**config.mk**
```make
export PLATFORM = sky130hd
export DESIGN_NAME = uart_serial_rx
export DESIGN_NICKNAME = d
export VERILOG_FILES = /design/src/rtl/uart_pkg.sv /design/src/rtl/sync_2ff.sv /design/src/rtl/uart_serial_rx.sv
export SDC_FILE = /design/constraint.sdc
export NUM_CORES = 1
export LEC_CHECK = 0
export ABC_AREA = 1
export BUFFER_PORTS_ARGS = -buffer_cell sky130_fd_sc_hd__buf_2
export CAP_MARGIN = 25
export CELL_PAD_IN_SITES_DETAIL_PLACEMENT = 0
export CELL_PAD_IN_SITES_GLOBAL_PLACEMENT = 1
export CORE_ASPECT_RATIO = 1.75
export CORE_MARGIN = 10
export CORE_UTILIZATION = 43
export DETAILED_ROUTE_END_ITERATION = 10
export PLACE_DENSITY = 0.8
export SLEW_MARGIN = 25
export SYNTH_ARGS = -nofsm -noshare
export SYNTH_HDL_FRONTEND = slang
export SYNTH_SLANG_ARGS = --single-unit
export TNS_END_PERCENT = 100
```
**constraint.sdc**
```tcl
create_clock -name i_Clock -period 1.8 [get_ports i_Clock]
set_input_delay 0.18 -clock i_Clock [delete_from_list [all_inputs] [get_ports i_Clock]]
set_output_delay 0.18 -clock i_Clock [all_outputs]
set_load 0.03 [all_outputs]
```
**src/rtl/uart_pkg.sv**
```systemverilog
// Shared types and constants for the 8N1 serial receiver.
package uart_pkg;

  localparam int UART_DATA_BITS = 8;

  typedef enum logic [2:0] {
    IDLE,
    START,
    DATA,
    STOP,
    CLEANUP
  } uart_state_e;

  // Counter value at the middle of a bit period; used to centre the start-bit sample.
  function automatic int unsigned mid_bit_count(input int unsigned clks_per_bit);
    return (clks_per_bit - 1) / 2;
  endfunction

endpackage

```
**src/rtl/sync_2ff.sv**
```systemverilog
// Single-bit two-flop synchronizer with a selectable reset value.
module sync_2ff #(
  parameter logic RESET_VAL = 1'b1
) (
  input  logic clk,
  input  logic rst_n,
  input  logic d,
  output logic q
);

  logic meta;

  // NOTE: sequential state uses non-blocking assignments so both flops sample
  // their inputs from the same edge; blocking here would collapse the chain.
  always_ff @(posedge clk or negedge rst_n) begin
    if (!rst_n) begin
      meta <= RESET_VAL;
      q    <= RESET_VAL;
    end else begin
      meta <= d;
      q    <= meta;
    end
  end

endmodule

```
**src/rtl/uart_serial_rx.sv**
```systemverilog
// 8N1 UART receiver: start, 8 data bits LSB first, stop; one-cycle valid strobe.
// Define UART_RX_FRAME_CHECK_EN to drop frames whose stop bit samples low.
module uart_serial_rx
  import uart_pkg::*;
#(
  parameter int CLKS_PER_BIT = 8
) (
  input  logic                      i_Clock,
  input  logic                      i_Rst_L,
  input  logic                      i_RX_Serial,
  output logic                      o_RX_DV,
  output logic [UART_DATA_BITS-1:0] o_RX_Byte
);

  localparam int CNT_W = $clog2(CLKS_PER_BIT);
  localparam int IDX_W = $clog2(UART_DATA_BITS);
  localparam logic [CNT_W-1:0] CNT_LAST = CNT_W'(CLKS_PER_BIT - 1);
  localparam logic [CNT_W-1:0] CNT_MID  = CNT_W'(mid_bit_count(CLKS_PER_BIT));
  localparam logic [IDX_W-1:0] IDX_LAST = IDX_W'(UART_DATA_BITS - 1);

  logic rx_s;

  uart_state_e               state_q, state_d;
  logic [CNT_W-1:0]          cnt_q, cnt_d;
  logic [IDX_W-1:0]          idx_q, idx_d;
  logic [UART_DATA_BITS-1:0] shift_q, shift_d;
  logic [UART_DATA_BITS-1:0] byte_q, byte_d;
  logic                      dv_q, dv_d;

  sync_2ff #(
    .RESET_VAL (1'b1)
  ) u_sync (
    .clk   (i_Clock),
    .rst_n (i_Rst_L),
    .d     (i_RX_Serial),
    .q     (rx_s)
  );

  // NOTE: every output of this block gets a default before the case so no
  // path leaves a signal unassigned, which would otherwise infer a latch.
  always_comb begin
    state_d = state_q;
    cnt_d   = cnt_q + CNT_W'(1);
    idx_d   = idx_q;
    shift_d = shift_q;
    byte_d  = byte_q;
    dv_d    = 1'b0;
    unique case (state_q)
      IDLE: begin
        cnt_d = '0;
        if (!rx_s) state_d = START;
      end
      START: begin
        if (cnt_q == CNT_MID) begin
          cnt_d   = '0;
          idx_d   = '0;
          state_d = rx_s ? IDLE : DATA;  // high at mid-start is a glitch
        end
      end
      DATA: begin
        if (cnt_q == CNT_LAST) begin
          cnt_d          = '0;
          shift_d[idx_q] = rx_s;
          if (idx_q == IDX_LAST) state_d = STOP;
          else                   idx_d   = idx_q + IDX_W'(1);
        end
      end
      STOP: begin
        if (cnt_q == CNT_LAST) begin
          cnt_d   = '0;
          state_d = CLEANUP;
`ifdef UART_RX_FRAME_CHECK_EN
          if (rx_s) begin
            byte_d = shift_q;
            dv_d   = 1'b1;
          end
`else
          byte_d = shift_q;
          dv_d   = 1'b1;
`endif
        end
      end
      CLEANUP: begin
        cnt_d   = '0;
        state_d = IDLE;
      end
      default: begin
        cnt_d   = '0;
        state_d = IDLE;
      end
    endcase
  end

  always_ff @(posedge i_Clock or negedge i_Rst_L) begin
    if (!i_Rst_L) begin
      state_q <= IDLE;
      cnt_q   <= '0;
      idx_q   <= '0;
      shift_q <= '0;
      byte_q  <= '0;
      dv_q    <= 1'b0;
    end else begin
      state_q <= state_d;
      cnt_q   <= cnt_d;
      idx_q   <= idx_d;
      shift_q <= shift_d;
      byte_q  <= byte_d;
      dv_q    <= dv_d;
    end
  end

  assign o_RX_DV   = dv_q;
  assign o_RX_Byte = byte_q;

endmodule

```
==> out/qor.yml, run 1 <==
outcome:
  outcome: "finished, final reports clean"
timing:
  fin_setup_tns_ns: 0
  final-hold-violation-count: 0
  max_slew_margin: 0.589
  finalCritPeriodShare: 0.871
  clock-skew-final_ns: 0.00209
  setup_violations: 0
  timing_max_transition_violations_final: 0
  fmax_mhz: 638
  tightestPinTransition_ns: 0.617
  post-route-min-period_ns: 1.57
  fin_hold_ws_ns: 0.364
  rsz_0062_raised_after_global_routing: "false"
floorplanning:
  placement_rows: 26
  die_x_um: 62.2
  fp.coreArea_um2: 2960
  fp.dieH_um: 93.9
  initial_utilization: 0.453
  ioPinCount: 12
  die_area_um2: 5840
power_and_ir_drop:
  clockPowerShare: 0.207
  p_int_mw: 1.03
  switching_power_uw: 596
  p_per_area_nw_per_um2: 1080
  p_comb_frac: 0.312
  max_ir_drop_vdd_uv: 731
  power.sequential.fraction: 0.481
  switch_share: 0.366
  leakagePower_nw: 0.858
worst_hold_path:
  hold-path-cell-count: 0
  min_to: "u_sync.q$_DFF_PN1_"
  worst_min_path_start: "u_sync.meta$_DFF_PN1_"
  worst_hold_path_type: "register to register"
finish:
  nFillCells: 292
  final_design_area_no_fill_um2: 1510
  total_nets_final: 184
  layoutNonFillerInstCount: 217
  final_layout_size_suffix_gt1_frac: 0.171
  inserted_diodes: 0
  areaGrowthSynthToFinish_pct: 12.3
yosys:
  adder_and_majority_cell_fraction_of_the_synthesized_area: 0.0467
  postSynth.topFlopCell: "sky130_fd_sc_hd__dfrtp_1"
  syn-num-nets: 167
  syn-instance-count: 159
  netlist_top_cells_count: "sky130_fd_sc_hd__nand2_1 (60), sky130_fd_sc_hd__dfrtp_1 (26), sky130_fd_sc_hd__inv_1 (16), sky130_fd_sc_hd__nand3_1 (15), sky130_fd_sc_hd__nor2_1 (9)"
  post_synthesis_average_cell_area_um2: 8.43
  synth-compound-area-share: 0.0299
  post-synth-top-area-fraction: 0.486
  synth_mux_area_frac: 0
  main_combinational_cell_family_by_area_after_synthesis: "simple AND/OR/NAND/NOR gates"
  area_of_the_mapped_netlist_um2: 1340
  synth_xor_area_frac: 0
  synth-edff-count: 0
  share_of_synthesized_flip_flops_with_an_asynchronous_set_or_reset: 1.00
  synth_top_cell_by_area: "sky130_fd_sc_hd__dfrtp_1"
  yosys.area_share.simple: 0.337
  most_numerous_cell_in_the_yosys_netlist: "sky130_fd_sc_hd__nand2_1"
  seq_area_frac_synth: 0.525
  post_synth_num_cell_types: 21
  ys_seq_elements: 28
  yosysWarningCount: 0
  yosys-top-cells-area: "sky130_fd_sc_hd__dfrtp_1 (49%), sky130_fd_sc_hd__nand2_1 (17%), sky130_fd_sc_hd__nand3_1 (5.6%), sky130_fd_sc_hd__ha_1 (4.7%), sky130_fd_sc_hd__inv_1 (4.5%)"
route:
  iteration_0_drc_markers: 29
  avgViaCountPerCell: 4.59
  detail-route-antenna-nets: 0
  route.detailed.wl_per_inst_um: 11.6
  drt_first_pass_iters: 4
  drc: 0
  via_count: 995
  wirelength_mm: 2.51
job:
  max_cap_violations: 0
worst_setup_path:
  end_kind: "register"
  cp_cell_sequence: "ha_1, ha_1, inv_1, nand3_1, nand2_1, nand3_1, nand2_1, nand2_1"
  reg_to_reg_critical_path_startpoint: "idx_q[0]$_DFFE_PN0P_"
  crit_required_ns: 1.96
  critical-path-slowest-cell: "sky130_fd_sc_hd__dfrtp_1"
  worst_reg_to_reg_setup_slack_ns: 0.23
  rr_endpoint: "idx_q[2]$_DFFE_PN0P_"
  critPathMaxFanout: 6
  crit_path_max_incr_delay_ns: 0.46
  cpMostUsedCell: "sky130_fd_sc_hd__nand2_1"
  worst-r2r-cell-count: 8
  cp_data_arrival_time_ns: 1.73
  cp-start-kind: "register"
  critical_path_class: "register to register"
global_route:
  grt.overflow.total: 0
  first_global_vias: 1068
  gr-usage-all-layers: 0.0907
  grt_max_degree: 29
  wire_length_of_the_first_global_routing_pass_mm: 4.49
  antenna_violations_before_repair: 0
clocking:
  worst_skew_pair.late_latency_ns: 0.27
  cts_max_level: 1
  clockRootBuffer: "sky130_fd_sc_hd__clkbuf_8"
  cts_clock_pin_slew_for_the_worst_setup_and_hold_paths_ns: 0.09
  cts_buffer_depth: 2
  cts_buffers: 3
  cts_sinks: 28
  tritoncts: "built"
  cts_repair_resize_count: 0
placed_design:
  gp_congestion: 0.811
  place.detailed.instances: 211
  place.port_buffers: 11
  dp_hpwl_mm: 1.97
  detailed_place.area_um2: 1440
[registers in the layout, indices dropped and copies added (netlist names)]
| register | count |
|---|---|
| idx_q | 3 |
| cnt_q | 3 |
| o_RX_DV | 1 |
| state_q | 3 |
| shift_q | 8 |
| o_RX_Byte | 8 |
| u_sync.meta | 1 |
| u_sync.q | 1 |
[worst max-delay path: cells and delay by family, from the launching register on]
family        cells  cell delay [ns]
buf+inv           1             0.05
flops             1             0.46
fa+ha+maj         2             0.41
simple gates      5             0.54
[metal layers]
layer,up-vias,part of all wire,global-route usage
met5,-,0,0
met4,0,0.014,0.0402
met3,4,0.030,0.0167
met2,10,0.56,0.178
met1,454,0.40,0.0886
li1,527,-,-
[layout make-up]
cell class / count / area, um2 / area share
sequential: 28 / 703 / 0.467
multi-input combinational: 111 / 554 / 0.368
timing repair buffer: 13 / 75.1 / 0.0499
inverter: 19 / 75.1 / 0.0499
tap: 42 / 52.6 / 0.0349
clock buffer: 4 / 45.0 / 0.0299
[kinds of logic (layout without fill, tap and decap cells)]
family	after synthesis	count (layout)
and+or+nand+nor	98	98
AOI/OAI and AO/OA	8	8
adders and majority gates	5	5
DFF	28	28
buffers and inverters	20	36
[worst max-delay path by stage]
stage,startpoint,end,slack (ns),depth (start not counted)
after floorplan,idx_q[0]$_DFFE_PN0P_,idx_q[0]$_DFFE_PN0P_,0.42,8
after global placement,idx_q[0]$_DFFE_PN0P_,idx_q[1]$_DFFE_PN0P_,0.27,8
after detailed placement,idx_q[0]$_DFFE_PN0P_,idx_q[1]$_DFFE_PN0P_,0.25,8
after CTS,idx_q[0]$_DFFE_PN0P_,idx_q[1]$_DFFE_PN0P_,0.24,8
after global routing,idx_q[0]$_DFFE_PN0P_,idx_q[0]$_DFFE_PN0P_,0.06,8
final,idx_q[0]$_DFFE_PN0P_,idx_q[2]$_DFFE_PN0P_,0.23,8
[through the flow]
stage	util	setup WS (ns)	power (mW)
4_1_cts	0.508	0.235	1.65
3_5_place_dp	0.486	0.246	1.30
2_1_floorplan	-	0.420	1.20
3_3_place_gp	0.486	0.272	1.29
6_report	0.508	0.232	1.63
5_1_grt	0.508	0.0551	1.76
[what timing repair did]
action / 4_1_cts / 5_1_grt
hold endpoints to repair: 27 / 0
hold buffers: 2 / 0
buffers inserted: 0 / 0
setup endpoints to repair: 0 / 0
[power by group through the flow]
stage / clock (mW) / combinational, mW / sequential [mW]
6_report: 0.336 / 0.508 / 0.783
5_1_grt: 0.375 / 0.592 / 0.795
4_1_cts: 0.354 / 0.514 / 0.784
3_5_place_dp: 0 / 0.508 / 0.796
3_3_place_gp: 0 / 0.497 / 0.790
2_1_floorplan: 0 / 0.436 / 0.759
[layout by cell type (no fill, tap or decap)]
| cell type | netlist | final |
|---|---|---|
| sky130_fd_sc_hd__dfrtp_1 | 26 | 26 |
| sky130_fd_sc_hd__inv_4 | 1 | 1 |
| sky130_fd_sc_hd__nand3_1 | 15 | 15 |
| sky130_fd_sc_hd__clkbuf_8 | 0 | 3 |
| sky130_fd_sc_hd__and2_4 | 1 | 1 |
| sky130_fd_sc_hd__nor2_2 | 3 | 3 |
| sky130_fd_sc_hd__o21ai_1 | 5 | 5 |
| sky130_fd_sc_hd__buf_2 | 0 | 11 |
| sky130_fd_sc_hd__inv_1 | 16 | 16 |
| sky130_fd_sc_hd__nor2_1 | 9 | 9 |
| sky130_fd_sc_hd__dfstp_2 | 2 | 2 |
| sky130_fd_sc_hd__clkinv_2 | 1 | 1 |
| sky130_fd_sc_hd__ha_1 | 5 | 5 |
| sky130_fd_sc_hd__o21ai_0 | 3 | 3 |
| sky130_fd_sc_hd__nor3_2 | 1 | 1 |
| sky130_fd_sc_hd__inv_2 | 1 | 1 |
| sky130_fd_sc_hd__clkbuf_1 | 0 | 1 |
| sky130_fd_sc_hd__nor2_8 | 1 | 1 |
| sky130_fd_sc_hd__nand2_4 | 1 | 1 |
| sky130_fd_sc_hd__nand4_1 | 3 | 3 |
| sky130_fd_sc_hd__nand2_2 | 3 | 3 |
| sky130_fd_sc_hd__nand2_1 | 60 | 60 |
| sky130_fd_sc_hd__dlygate4sd3_1 | 0 | 2 |
| sky130_fd_sc_hd__nor2_4 | 1 | 1 |
Power figures use the tool's default switching activity.
==> run 2, diff against run 1 <==
ABC_AREA = not set   (was 1)
CORE_UTILIZATION = 47   (was 43)
==> run 2 against run 1 <==
Net effect:
- clock power rose by 1%
- count of clock-buffer cells in the layout did not move
- final area rose by 2.3%
- utilization rose by 5.8 points
- die area fell by 6.5%
- sequential cell count did not move
- hold slack got worse by 0.0042 ns
- clock skew rose by 0.0020 ns
- critical path depth fell by 5
- synthesized area fell by 0.28%
- fmax fell by 5.6%
- largest power group unchanged
==> out/qor.yml, run 2 <==
global_route:
  gr-usage-all-layers: 0.0982
  grt.overflow.total: 0
  first_global_vias: 917
  wire_length_of_the_first_global_routing_pass_mm: 4.33
  grt_max_degree: 29
  antenna_violations_before_repair: 0
yosys:
  post_synth_num_cell_types: 38
  most_numerous_cell_in_the_yosys_netlist: "sky130_fd_sc_hd__dfrtp_1"
  area_of_the_mapped_netlist_um2: 1340
  post-synth-top-area-fraction: 0.487
  seq_area_frac_synth: 0.526
  post_synthesis_average_cell_area_um2: 13.0
  yosys-top-cells-area: "sky130_fd_sc_hd__dfrtp_1 (49%), sky130_fd_sc_hd__mux2_4 (9.0%), sky130_fd_sc_hd__ha_1 (4.7%), sky130_fd_sc_hd__dfstp_2 (3.9%), sky130_fd_sc_hd__mux2_2 (2.5%)"
  postSynth.topFlopCell: "sky130_fd_sc_hd__dfrtp_1"
  syn-instance-count: 103
  ys_seq_elements: 28
  syn-num-nets: 111
  synth-edff-count: 0
  synth_top_cell_by_area: "sky130_fd_sc_hd__dfrtp_1"
  yosysWarningCount: 0
  share_of_synthesized_flip_flops_with_an_asynchronous_set_or_reset: 1.00
  netlist_top_cells_count: "sky130_fd_sc_hd__dfrtp_1 (26), sky130_fd_sc_hd__mux2_4 (8), sky130_fd_sc_hd__ha_1 (5)"
clocking:
  cts_buffers: 3
  worst_skew_pair.late_latency_ns: 0.27
  clockRootBuffer: "sky130_fd_sc_hd__clkbuf_8"
  cts_buffer_depth: 2
  tritoncts: "built"
  cts.repair_timing.setup_buffer_count: 0
  cts_clock_pin_slew_for_the_worst_setup_and_hold_paths_ns: 0.09
  cts_sinks: 28
  cts_max_level: 1
  cts_repair_resize_count: 0
worst_hold_path:
  worst_hold_path_type: "register to register"
timing:
  fin_hold_ws_ns: 0.359
  final-hold-violation-count: 0
  rsz_0062_raised_after_global_routing: "false"
  fmax_mhz: 602
  max_slew_margin: 0.598
  finalCritPeriodShare: 0.923
  setup_violations: 0
  clock-skew-final_ns: 0.00412
  fin_setup_tns_ns: 0
  post-route-min-period_ns: 1.66
  timing.final.ws_setup_ns: 0.139
  timing_max_transition_violations_final: 0
  tightestPinTransition_ns: 0.603
power_and_ir_drop:
  p_per_area_nw_per_um2: 1070
  leakagePower_nw: 0.730
  max_ir_drop_vdd_uv: 626
  power_mw: 1.65
finish:
  layout.cells.most_common_list: "sky130_fd_sc_hd__dfrtp_1 (26), sky130_fd_sc_hd__buf_2 (11), sky130_fd_sc_hd__buf_4 (9), sky130_fd_sc_hd__mux2_4 (8), sky130_fd_sc_hd__ha_1 (5)"
  nFillCells: 235
  inserted_diodes: 0
  layoutNonFillerInstCount: 151
  final_design_area_no_fill_um2: 1540
  final_common_cell: "sky130_fd_sc_hd__dfrtp_1"
  final_layout_size_suffix_gt1_frac: 0.347
  total_nets_final: 133
  core_occupancy_in_the_finished_layout: 0.566
  areaGrowthSynthToFinish_pct: 15.3
worst_setup_path:
  end_kind: "register"
  cp-start-kind: "register"
  critPathMaxFanout: 3
  crit_required_ns: 1.96
  critical_path_class: "register to register"
  cp_data_arrival_time_ns: 1.82
placed_design:
  dp_hpwl_mm: 1.82
  place.port_buffers: 11
  place.detailed.instances: 145
  preCtsSetupSlack_ns: 0.157
  detailed_place.area_um2: 1480
  gp_congestion: 0.765
floorplanning:
  initial_utilization: 0.491
  fp.dieH_um: 90.5
  die_area_um2: 5460
  placement_rows: 25
  ioPinCount: 12
  die_x_um: 60.3
  fp.coreArea_um2: 2720
route:
  drt_first_pass_iters: 4
  route.detailed.wl_per_inst_um: 15.8
  wirelength_mm: 2.39
  drc: 0
  iteration_0_drc_markers: 18
  detail-route-antenna-nets: 0
  via_count: 876
  avgViaCountPerCell: 5.80
job:
  max_cap_violations: 0
outcome:
  outcome: "finished, final reports clean"
==> run 2: cell types whose count changed after synthesis, sizes merged, moves of 13 or more <==
cell   delta
nand2    -60
inv      -13
mux2     +13
nand3    -13
nor2     -13
==> run 2: final cells by class <==
| class | count | area (um2) | share of cell area |
|---|---|---|---|
| clock buffer | 4 | 45.0 | 0.0292 |
| inverter | 5 | 18.8 | 0.0122 |
| multi-input combinational | 64 | 577 | 0.374 |
| sequential | 28 | 703 | 0.457 |
| tap | 27 | 33.8 | 0.0219 |
| timing repair buffer | 23 | 163 | 0.106 |
==> run 2: path summary, 6_finish.rpt <==
path                       cells past startpoint  slack, ns              startpoint                endpoint
setup / recovery                               3       0.14  state_q[0]$_DFFE_PN0P_  shift_q[1]$_DFFE_PN0P_
hold / removal                                 0       0.36   u_sync.meta$_DFF_PN1_      u_sync.q$_DFF_PN1_
setup reg to reg                               3       0.14  state_q[0]$_DFFE_PN0P_  shift_q[1]$_DFFE_PN0P_
hold reg to reg                                0       0.36   u_sync.meta$_DFF_PN1_      u_sync.q$_DFF_PN1_
max in group asynchronous                      2       0.96                 i_Rst_L  state_q[2]$_DFFE_PN0P_
min in group asynchronous                      2       0.45                 i_Rst_L  state_q[1]$_DFFE_PN0P_
==> run 2: cells by family (layout without fill, tap and decap cells) <==
group,after synthesis,count (layout),share of synthesized area
DFF,28,28,0.526
and+or+nand+nor,26,26,0.149
AOI/OAI and AO/OA,17,17,0.0824
muxes,15,15,0.147
buffers and inverters,11,32,0.0421
adders and majority gates,5,5,0.0468
xor gates and xnor gates,1,1,0.00656
==> run 2: where the power goes <==
group / switching [mW] / internal [mW] / leakage (nW)
Combinational: 0.284 / 0.246 / 0.334
Clock: 0.182 / 0.159 / 0.0228
Sequential: 0.0700 / 0.712 / 0.373
==> run 2: worst max-delay path: stages, from the launching register on <==
cell and delay [ns]:
sky130_fd_sc_hd__dfrtp_1 0.39, sky130_fd_sc_hd__or4b_1 0.62, sky130_fd_sc_hd__nor3_2 0.20, sky130_fd_sc_hd__mux2_1 0.33
==> run 2: metal layers <==
metal / global-route usage / part of all wire
met1: 0.112 / 0.41
met2: 0.161 / 0.53
met3: 0.0211 / 0.043
met4: 0.0508 / 0.023
met5: 0 / 0
==> run 2: repair_timing <==
| action | 4_1_cts | 5_1_grt |
|---|---|---|
| endpoints found under the hold margin | 27 | 0 |
| hold buffers | 2 | 0 |
| endpoints found under the setup margin | 0 | 0 |
